==> config.mk <==
export PLATFORM = sky130hd
export DESIGN_NAME = pe_kxc_flat
export DESIGN_NICKNAME = d
export VERILOG_FILES = /design/src/rtl/pe_kxc_if.sv /design/src/rtl/pe_kxc.sv /design/src/flat_wrapper.sv
export SDC_FILE = /design/constraint.sdc
export NUM_CORES = 2
export LEC_CHECK = 0
export BUFFER_PORTS_ARGS = -buffer_cell sky130_fd_sc_hd__buf_2
export CAP_MARGIN = 20
export CORE_MARGIN = 5
export CORE_UTILIZATION = 40
export DETAILED_ROUTE_END_ITERATION = 10
export SLEW_MARGIN = 40
export SYNTH_ARGS = -nofsm -noshare
export SYNTH_HDL_FRONTEND = slang
export SYNTH_SLANG_ARGS = --single-unit
==> constraint.sdc <==
create_clock -name clk -period 26.1 [get_ports clk]
set_clock_uncertainty 0.05 [all_clocks]
set_input_delay 3.915 -clock clk [delete_from_list [all_inputs] [get_ports clk]]
set_output_delay 3.915 -clock clk [all_outputs]
set_load 0.05 [all_outputs]
==> src/rtl/pe_kxc_if.sv <==
// Pixel stream bundle for pe_kxc: upstream pixel/valid/sof in, processed lanes and enable out.
interface pe_kxc_if #(
    parameter int CL_IN = 4,
    parameter int N     = 4
);
    logic [CL_IN*N-1:0] d_in;
    logic               d_valid;
    logic               sof;
    logic [CL_IN*N-1:0] d_out;
    logic               en_out;

    modport master (output d_in, d_valid, sof, input  d_out, en_out);
    modport slave  (input  d_in, d_valid, sof, output d_out, en_out);
endinterface

==> src/rtl/pe_kxc.sv <==
// CL_IN-channel 3x3 convolution PE: line buffers, window tracking, 3-stage MAC pipeline,
// shift/ReLU/saturate post-processing, bypass lanes and daisy-chained weights/config.
module pe_kxc #(
    parameter int LINES = 16,
    parameter int CL_IN = 4,
    parameter int N     = 4,
    parameter int M     = 4,
    parameter int SR    = 2,
    parameter int RELU  = 1,
    parameter int SAT   = 1,
    parameter int SW    = (CL_IN > 1) ? $clog2(CL_IN) : 1
) (
    input  logic               clk,
    input  logic               rst,
    pe_kxc_if.slave            bus,
    input  logic [CL_IN*M-1:0] w_in,
    input  logic               w_conf,
    output logic [CL_IN*M-1:0] w_out,
    input  logic               cntl_conf,
    input  logic [CL_IN-1:0]   d_ch_in,
    input  logic [CL_IN-1:0]   bp_ch_in,
    input  logic [SW-1:0]      bp_src_in,
    output logic [CL_IN-1:0]   d_ch_out,
    output logic [CL_IN-1:0]   bp_ch_out,
    output logic [SW-1:0]      bp_src_out
);
    localparam int CW = (LINES > 1) ? $clog2(LINES) : 1;
    localparam int PW = N + M;
    localparam int AW = N + M + $clog2(9 * CL_IN);
    localparam logic signed [AW-1:0] P_MAX = AW'((2 ** (N - 1)) - 1);
    localparam logic signed [AW-1:0] P_MIN = AW'(-(2 ** (N - 1)));

    logic [CL_IN-1:0]    r_d_ch, r_bp_ch;
    logic [SW-1:0]       r_bp_src;
    logic signed [M-1:0] r_tap  [CL_IN][9];
    logic signed [N-1:0] r_lb_a [CL_IN][LINES];
    logic signed [N-1:0] r_lb_b [CL_IN][LINES];
    logic signed [N-1:0] r_win  [CL_IN][3][3];
    logic [CW-1:0]       r_col;
    logic [1:0]          r_row;

    logic                w_acc, w_wv;
    logic [CW-1:0]       w_col;
    logic [1:0]          w_row;
    logic [N-1:0]        w_bp_dat;

    logic                r_vld_p0, r_wv_p0;
    logic [CL_IN-1:0]    r_chm_p0, r_bpm_p0;
    logic [N-1:0]        r_bpd_p0;

    logic signed [PW-1:0] r_prod_p1 [CL_IN][9];
    logic                 r_vld_p1, r_wv_p1;
    logic [CL_IN-1:0]     r_bpm_p1;
    logic [N-1:0]         r_bpd_p1;

    logic signed [AW-1:0] w_sum;
    logic [N-1:0]         w_res;
    logic [CL_IN*N-1:0]   r_d_out;
    logic                 r_en_out;

    function automatic logic [N-1:0] f_post(input logic signed [AW-1:0] acc);
        logic signed [AW-1:0] res;
        res = acc >>> SR;
        if (RELU != 0 && res[AW-1]) res = '0;
        if (SAT != 0) begin
            if (res > P_MAX)      res = P_MAX;
            else if (res < P_MIN) res = P_MIN;
        end
        return res[N-1:0];
    endfunction

    always_ff @(posedge clk or posedge rst) begin
        if (rst) begin
            r_d_ch   <= '0;
            r_bp_ch  <= '0;
            r_bp_src <= '0;
        end else if (cntl_conf) begin
            r_d_ch   <= d_ch_in;
            r_bp_ch  <= bp_ch_in;
            r_bp_src <= bp_src_in;
        end
    end

    assign d_ch_out   = r_d_ch;
    assign bp_ch_out  = r_bp_ch;
    assign bp_src_out = r_bp_src;

    always_ff @(posedge clk or posedge rst) begin
        if (rst) begin
            for (int ch = 0; ch < CL_IN; ch++)
                for (int k = 0; k < 9; k++)
                    r_tap[ch][k] <= '0;
        end else if (w_conf) begin
            for (int ch = 0; ch < CL_IN; ch++) begin
                r_tap[ch][0] <= w_in[ch*M +: M];
                for (int k = 1; k < 9; k++)
                    r_tap[ch][k] <= r_tap[ch][k-1];
            end
        end
    end

    always_comb begin
        w_out = '0;
        for (int ch = 0; ch < CL_IN; ch++)
            w_out[ch*M +: M] = r_tap[ch][8];
    end

    // A sof pixel is placed at the frame origin regardless of where the counters stood.
    assign w_acc = bus.d_valid && (r_d_ch != '0);
    assign w_col = bus.sof ? '0 : r_col;
    assign w_row = bus.sof ? 2'd0 : r_row;
    assign w_wv  = (w_row == 2'd2) && (w_col >= CW'(2));

    always_comb begin
        w_bp_dat = '0;
        for (int i = 0; i < CL_IN; i++)
            if (r_bp_src == SW'(i)) w_bp_dat = bus.d_in[i*N +: N];
    end

    always_ff @(posedge clk) begin
        if (w_acc) begin
            for (int ch = 0; ch < CL_IN; ch++) begin
                if (r_d_ch[ch]) begin
                    r_lb_b[ch][w_col] <= r_lb_a[ch][w_col];
                    r_lb_a[ch][w_col] <= bus.d_in[ch*N +: N];
                end
            end
        end
    end

    // Stage p0: pixel sampled, window shifted, counters advanced.
    always_ff @(posedge clk or posedge rst) begin
        if (rst) begin
            r_col    <= '0;
            r_row    <= '0;
            r_vld_p0 <= 1'b0;
            r_wv_p0  <= 1'b0;
            r_chm_p0 <= '0;
            r_bpm_p0 <= '0;
            r_bpd_p0 <= '0;
            for (int ch = 0; ch < CL_IN; ch++)
                for (int rr = 0; rr < 3; rr++)
                    for (int cc = 0; cc < 3; cc++)
                        r_win[ch][rr][cc] <= '0;
        end else begin
            r_vld_p0 <= w_acc && (w_wv || (r_bp_ch != '0));
            r_wv_p0  <= w_acc && w_wv;
            r_chm_p0 <= r_d_ch;
            r_bpm_p0 <= r_bp_ch;
            r_bpd_p0 <= w_bp_dat;
            if (w_acc) begin
                if (w_col == CW'(LINES - 1)) begin
                    r_col <= '0;
                    r_row <= (w_row == 2'd2) ? 2'd2 : w_row + 2'd1;
                end else begin
                    r_col <= w_col + CW'(1);
                    r_row <= w_row;
                end
                for (int ch = 0; ch < CL_IN; ch++) begin
                    if (r_d_ch[ch]) begin
                        for (int rr = 0; rr < 3; rr++) begin
                            r_win[ch][rr][0] <= r_win[ch][rr][1];
                            r_win[ch][rr][1] <= r_win[ch][rr][2];
                        end
                        r_win[ch][0][2] <= r_lb_b[ch][w_col];
                        r_win[ch][1][2] <= r_lb_a[ch][w_col];
                        r_win[ch][2][2] <= bus.d_in[ch*N +: N];
                    end
                end
            end
        end
    end

    // Stage p1: products; window position p pairs with tap 8-p.
    always_ff @(posedge clk or posedge rst) begin
        if (rst) begin
            r_vld_p1 <= 1'b0;
            r_wv_p1  <= 1'b0;
            r_bpm_p1 <= '0;
            r_bpd_p1 <= '0;
            for (int ch = 0; ch < CL_IN; ch++)
                for (int p = 0; p < 9; p++)
                    r_prod_p1[ch][p] <= '0;
        end else begin
            r_vld_p1 <= r_vld_p0;
            r_wv_p1  <= r_wv_p0;
            r_bpm_p1 <= r_bpm_p0;
            r_bpd_p1 <= r_bpd_p0;
            for (int ch = 0; ch < CL_IN; ch++)
                for (int p = 0; p < 9; p++)
                    if (r_chm_p0[ch])
                        r_prod_p1[ch][p] <= PW'(r_win[ch][p/3][p%3]) * PW'(r_tap[ch][8-p]);
                    else
                        r_prod_p1[ch][p] <= '0;
        end
    end

    always_comb begin
        w_sum = '0;
        for (int ch = 0; ch < CL_IN; ch++)
            for (int p = 0; p < 9; p++)
                w_sum = w_sum + AW'(r_prod_p1[ch][p]);
    end

    assign w_res = f_post(w_sum);

    // Stage p2: lanes registered; d_out holds between valid results.
    always_ff @(posedge clk or posedge rst) begin
        if (rst) begin
            r_d_out  <= '0;
            r_en_out <= 1'b0;
        end else begin
            r_en_out <= r_vld_p1;
            if (r_vld_p1) begin
                for (int i = 0; i < CL_IN; i++)
                    if (r_bpm_p1[i])  r_d_out[i*N +: N] <= r_bpd_p1;
                    else if (r_wv_p1) r_d_out[i*N +: N] <= w_res;
                    else              r_d_out[i*N +: N] <= '0;
            end
        end
    end

    assign bus.d_out  = r_d_out;
    assign bus.en_out = r_en_out;
endmodule

==> src/flat_wrapper.sv <==
// flat-port wrapper written by rule: the top's interface ports become plain ports
module pe_kxc_flat 
#(
    parameter int LINES = 16,
    parameter int CL_IN = 4,
    parameter int N     = 4,
    parameter int M     = 4,
    parameter int SR    = 2,
    parameter int RELU  = 1,
    parameter int SAT   = 1,
    parameter int SW    = (CL_IN > 1) ? $clog2(CL_IN) : 1
)
  (clk, rst, w_in, w_conf, w_out, cntl_conf, d_ch_in, bp_ch_in, bp_src_in, d_ch_out, bp_ch_out, bp_src_out, bus_d_in, bus_d_valid, bus_sof, bus_d_out, bus_en_out);
  pe_kxc_if #(.CL_IN(CL_IN), .N(N)) bus_i ();
  input  logic clk;
  input  logic rst;
  input  logic [CL_IN*M-1:0] w_in;
  input  logic w_conf;
  output logic [CL_IN*M-1:0] w_out;
  input  logic cntl_conf;
  input  logic [CL_IN-1:0] d_ch_in;
  input  logic [CL_IN-1:0] bp_ch_in;
  input  logic [SW-1:0] bp_src_in;
  output logic [CL_IN-1:0] d_ch_out;
  output logic [CL_IN-1:0] bp_ch_out;
  output logic [SW-1:0] bp_src_out;
  input wire logic [$bits(bus_i.d_in)-1:0] bus_d_in;
  input wire logic [$bits(bus_i.d_valid)-1:0] bus_d_valid;
  input wire logic [$bits(bus_i.sof)-1:0] bus_sof;
  output wire logic [$bits(bus_i.d_out)-1:0] bus_d_out;
  output wire logic [$bits(bus_i.en_out)-1:0] bus_en_out;
  assign bus_i.d_in = bus_d_in;
  assign bus_i.d_valid = bus_d_valid;
  assign bus_i.sof = bus_sof;
  assign bus_d_out = bus_i.d_out;
  assign bus_en_out = bus_i.en_out;
  pe_kxc #(.LINES(LINES), .CL_IN(CL_IN), .N(N), .M(M), .SR(SR), .RELU(RELU), .SAT(SAT), .SW(SW)) u_core (.clk(clk), .rst(rst), .bus(bus_i), .w_in(w_in), .w_conf(w_conf), .w_out(w_out), .cntl_conf(cntl_conf), .d_ch_in(d_ch_in), .bp_ch_in(bp_ch_in), .bp_src_in(bp_src_in), .d_ch_out(d_ch_out), .bp_ch_out(bp_ch_out), .bp_src_out(bp_src_out));
endmodule
==> results.md <==
* Layout cells sized above 1 at 0.1133
* Setup TNS at 0 ns
* RSZ-0062 raised after global routing: no
* Count leader, synth: inv_1
* Slew Viols, Final at 0
* Fill cells at 15,971
* Post-CTS sizing at 0
* Core area at 175,500 sq um
* FFs w/ async S/R, synth at 0.5528
* Setup Fix Bufs, Post-CTS at 0
* Top_reg_cell synth: dfrtp_1
* Fmax at 112.7 MHz
* Syn_area_per_cell at 12.40 sq um
* Hpwl dp at 118.2 mm
* Gr usage total at 0.1768
* Reg2reg path depth at 30
* Hold_buf cts at 0
* Design area at 77,920 sq um
* Worst Path Required at about 27 ns
* Run status: finished clean
* Area post-placement at between 70,000 and 80,000 sq um
* Drt drc at 0
* Seq/Total Area, Yosys at 0.4434
* Hold Startpoint: u_core.r_vld_p0
* Clock Sinks at 1,145
* Storage cell area at 31,230 sq um
* Synth top area cells: dfrtp_1 23%, edfxtp_1 22%, fa_1 18%, ha_1 8.4%, inv_1 4.4%
* Worst-path fanout max at 4
* Root buffer cell: clkbuf_16
* Max-Cap Viols at 0
* Worst Max-Slew Pin Slew at slightly above 0.9 ns
* Max incr delay on CP at 0.54 ns
* # nets final at 6,893
* Final worst path period need at slightly below 9 ns
* Starting density of the core at 0.4011
* Layout area overhead at 10.69%
* Critical-path top delay cell: fa_1
* Post-Place Cells at 7,951
* 1st-iter DRT viols at 2,351
* Setup Crit Path Kind: register to register
* Ports at 91
* Most frequent CP cell: fa_1
* Synth area leader: dfrtp_1
* Largest net degree at the start of global routing at ~170
* Worst r2r dst: u_core.bus.d_out[13]
* Synth Instances at 5,677
* WHS Path Cells at 0
* Worst-case clock buffer depth at 3
* Synth unique cells at 53
* Clk slew on worst S/H paths at 0.06 ns
* Slew margin rel. at 0.3837
* CTS tree: done
* Startpoint Class: register
* Gr ovfl total at 0
* Vias in the first global route at 43,213
* Min-Delay Endpoint: u_core.r_vld_p1
* EDFF count, synth at roughly 500
* First-pass DRT Iterations at 5
* Routed Antenna Nets at 0
* Final std cells w/o fill at slightly above 8,000
* Area of the multi-input gates at 35,330 sq um
* Via Count at 40,403
* First-pass GRT wire length at 256.1 mm
* Final worst-path cycle share at 0.3399
* Via/cell ratio at 4.930
* Synth Register Bits at 1,145
* WL final at 159.8 mm
* Chip width at 429.5 um
* Synth Net Count at 6,822
* Die height at 429.5 um
* Post-synth top area share at 0.2250
* Number of CTS-inserted buffers at 131
* Cell Area, Synth at just over 70,000 sq um
* Gpl congestion at 0.8503
* R2R Path Start: u_core.r_prod_p1[265]
* Hold Fails Final Rpt at 0
* Worst min-delay path class: register to register
* PortBufs at 90
* Crit path DAT at 9.44 ns
* Clk_lat worst skew at 0.79 ns
* DIE AREA at 184,500 sq um
* Yosys warnings at 0
* Worst setup EP type: register
* Internal reg-to-reg setup slack at about 17 ns
* WL/cell at ~20 um
* Cell Rows at about 150
* Antenna violations before repair at 10
* Htree depth at 4
* # setup viols final at 0
* Most frequent cells after synthesis: 832 x inv_1, 633 x dfrtp_1, 623 x fa_1, 512 x edfxtp_1, 474 x ha_1
[layer usage]
layer	vias up	global-route usage	wire [um]
met4	4	0.04429	3637
met3	206	0.02533	5664
met1	20738	0.2428	72300
met5	-	0	30
met2	668	0.2967	78220
li1	18787	-	-
[logic make-up (layout without fill, tap and decap cells)]
family / after synthesis / in the layout / synth area share
compound gates: 571 / 571 / 0.05163
xor+xnor: 268 / 268 / 0.03334
fa+ha+maj: 1097 / 1097 / 0.2614
buf+inv: 1017 / 1191 / 0.05703
flops: 1145 / 1145 / 0.4434
mux: 414 / 414 / 0.06478
other cells: 0 / 5 / 0
simple gates: 1165 / 1165 / 0.08840
[sequential cells by signal (all words and copies together) (netlist names)]
register / count
u_core.r_bpm_p1: 4
u_core.bus.d_out: 16
u_core.r_wv_p0: 1
u_core.r_lb_a: 256
u_core.bp_ch_out: 4
u_core.r_chm_p0: 4
u_core.r_vld_p1: 1
u_core.r_wv_p1: 1
u_core.w_out: 16
u_core.r_row: 2
u_core.r_prod_p1: 288
u_core.r_bpm_p0: 4
u_core.r_win: 144
u_core.r_col: 4
u_core.r_bpd_p0: 4
u_core.bus.en_out: 1
u_core.r_vld_p0: 1
u_core.r_bpd_p1: 4
u_core.bp_src_out: 2
u_core.d_ch_out: 4
u_core.r_tap: 128
u_core.r_lb_b: 256
[metrics by stage]
step                hold WS (ns)  setup WS, ns    util
floorplan                 0.2812         4.404       -
finish                    0.2966         17.23  0.4439
detailed placement        0.2846         17.30  0.4175
global placement          0.2837         17.39  0.4169
CTS                       0.2977         17.27  0.4430
global route              0.3031         16.88  0.4438
[layout by cell type (no fill, tap or decap), drive strengths merged, types with 77 or more instances in the layout]
| master | synthesis | final |
|---|---|---|
| mux2i | 129 | 129 |
| a211oi | 160 | 160 |
| nor2 | 115 | 115 |
| xnor2 | 194 | 194 |
| edfxtp | 512 | 512 |
| ha | 474 | 474 |
| buf | 72 | 122 |
| mux2 | 281 | 281 |
| o21ai | 126 | 126 |
| fa | 623 | 623 |
| dfrtp | 633 | 633 |
| a21oi | 152 | 152 |
| nand2 | 308 | 308 |
| a21o | 77 | 77 |
| nand2b | 115 | 115 |
| inv | 833 | 837 |
| clkbuf | 112 | 174 |
| nor2b | 101 | 101 |
| and2 | 434 | 434 |
[worst max-delay path, delay by kind of cell, from the launching register on]
kind / cells / cell delay [ns]
adder cells (fa/ha/maj): 12 / 5.52
AO/OA/AOI/OAI: 8 / 1.45
AND/OR/NAND/NOR: 5 / 1.09
flip-flops: 1 / 0.32
buffers and inverters: 5 / 0.26
[how the worst max path moves through the flow]
stage | slack (ns) | endpoint | from | depth (start not counted)
floorplan | 4.40 | u_core.bp_ch_out[0] | rst | 1
global placement | 17.39 | u_core.bus.d_out[13] | u_core.r_prod_p1[265] | 30
detailed placement | 17.30 | u_core.bus.d_out[13] | u_core.r_prod_p1[265] | 30
CTS | 17.27 | u_core.bus.d_out[13] | u_core.r_prod_p1[265] | 30
global route | 16.88 | u_core.bus.d_out[9] | u_core.r_prod_p1[273] | 30
finish | 17.23 | u_core.bus.d_out[13] | u_core.r_prod_p1[265] | 30
[area by class of cell]
class / instances / area share
sequential: 1145 / 0.4008
clock inverter: 62 / 0.01142
tap: 2340 / 0.03757
antenna: 5 / 0.0001606
clock buffer: 174 / 0.04608
inverter: 833 / 0.04029
multi-input combinational: 3515 / 0.4533
timing repair buffer: 122 / 0.01039
Power is left out: the tool's default activity adds up to more than one toggle a clock period on the data nets, which glitch-free logic cannot reach.
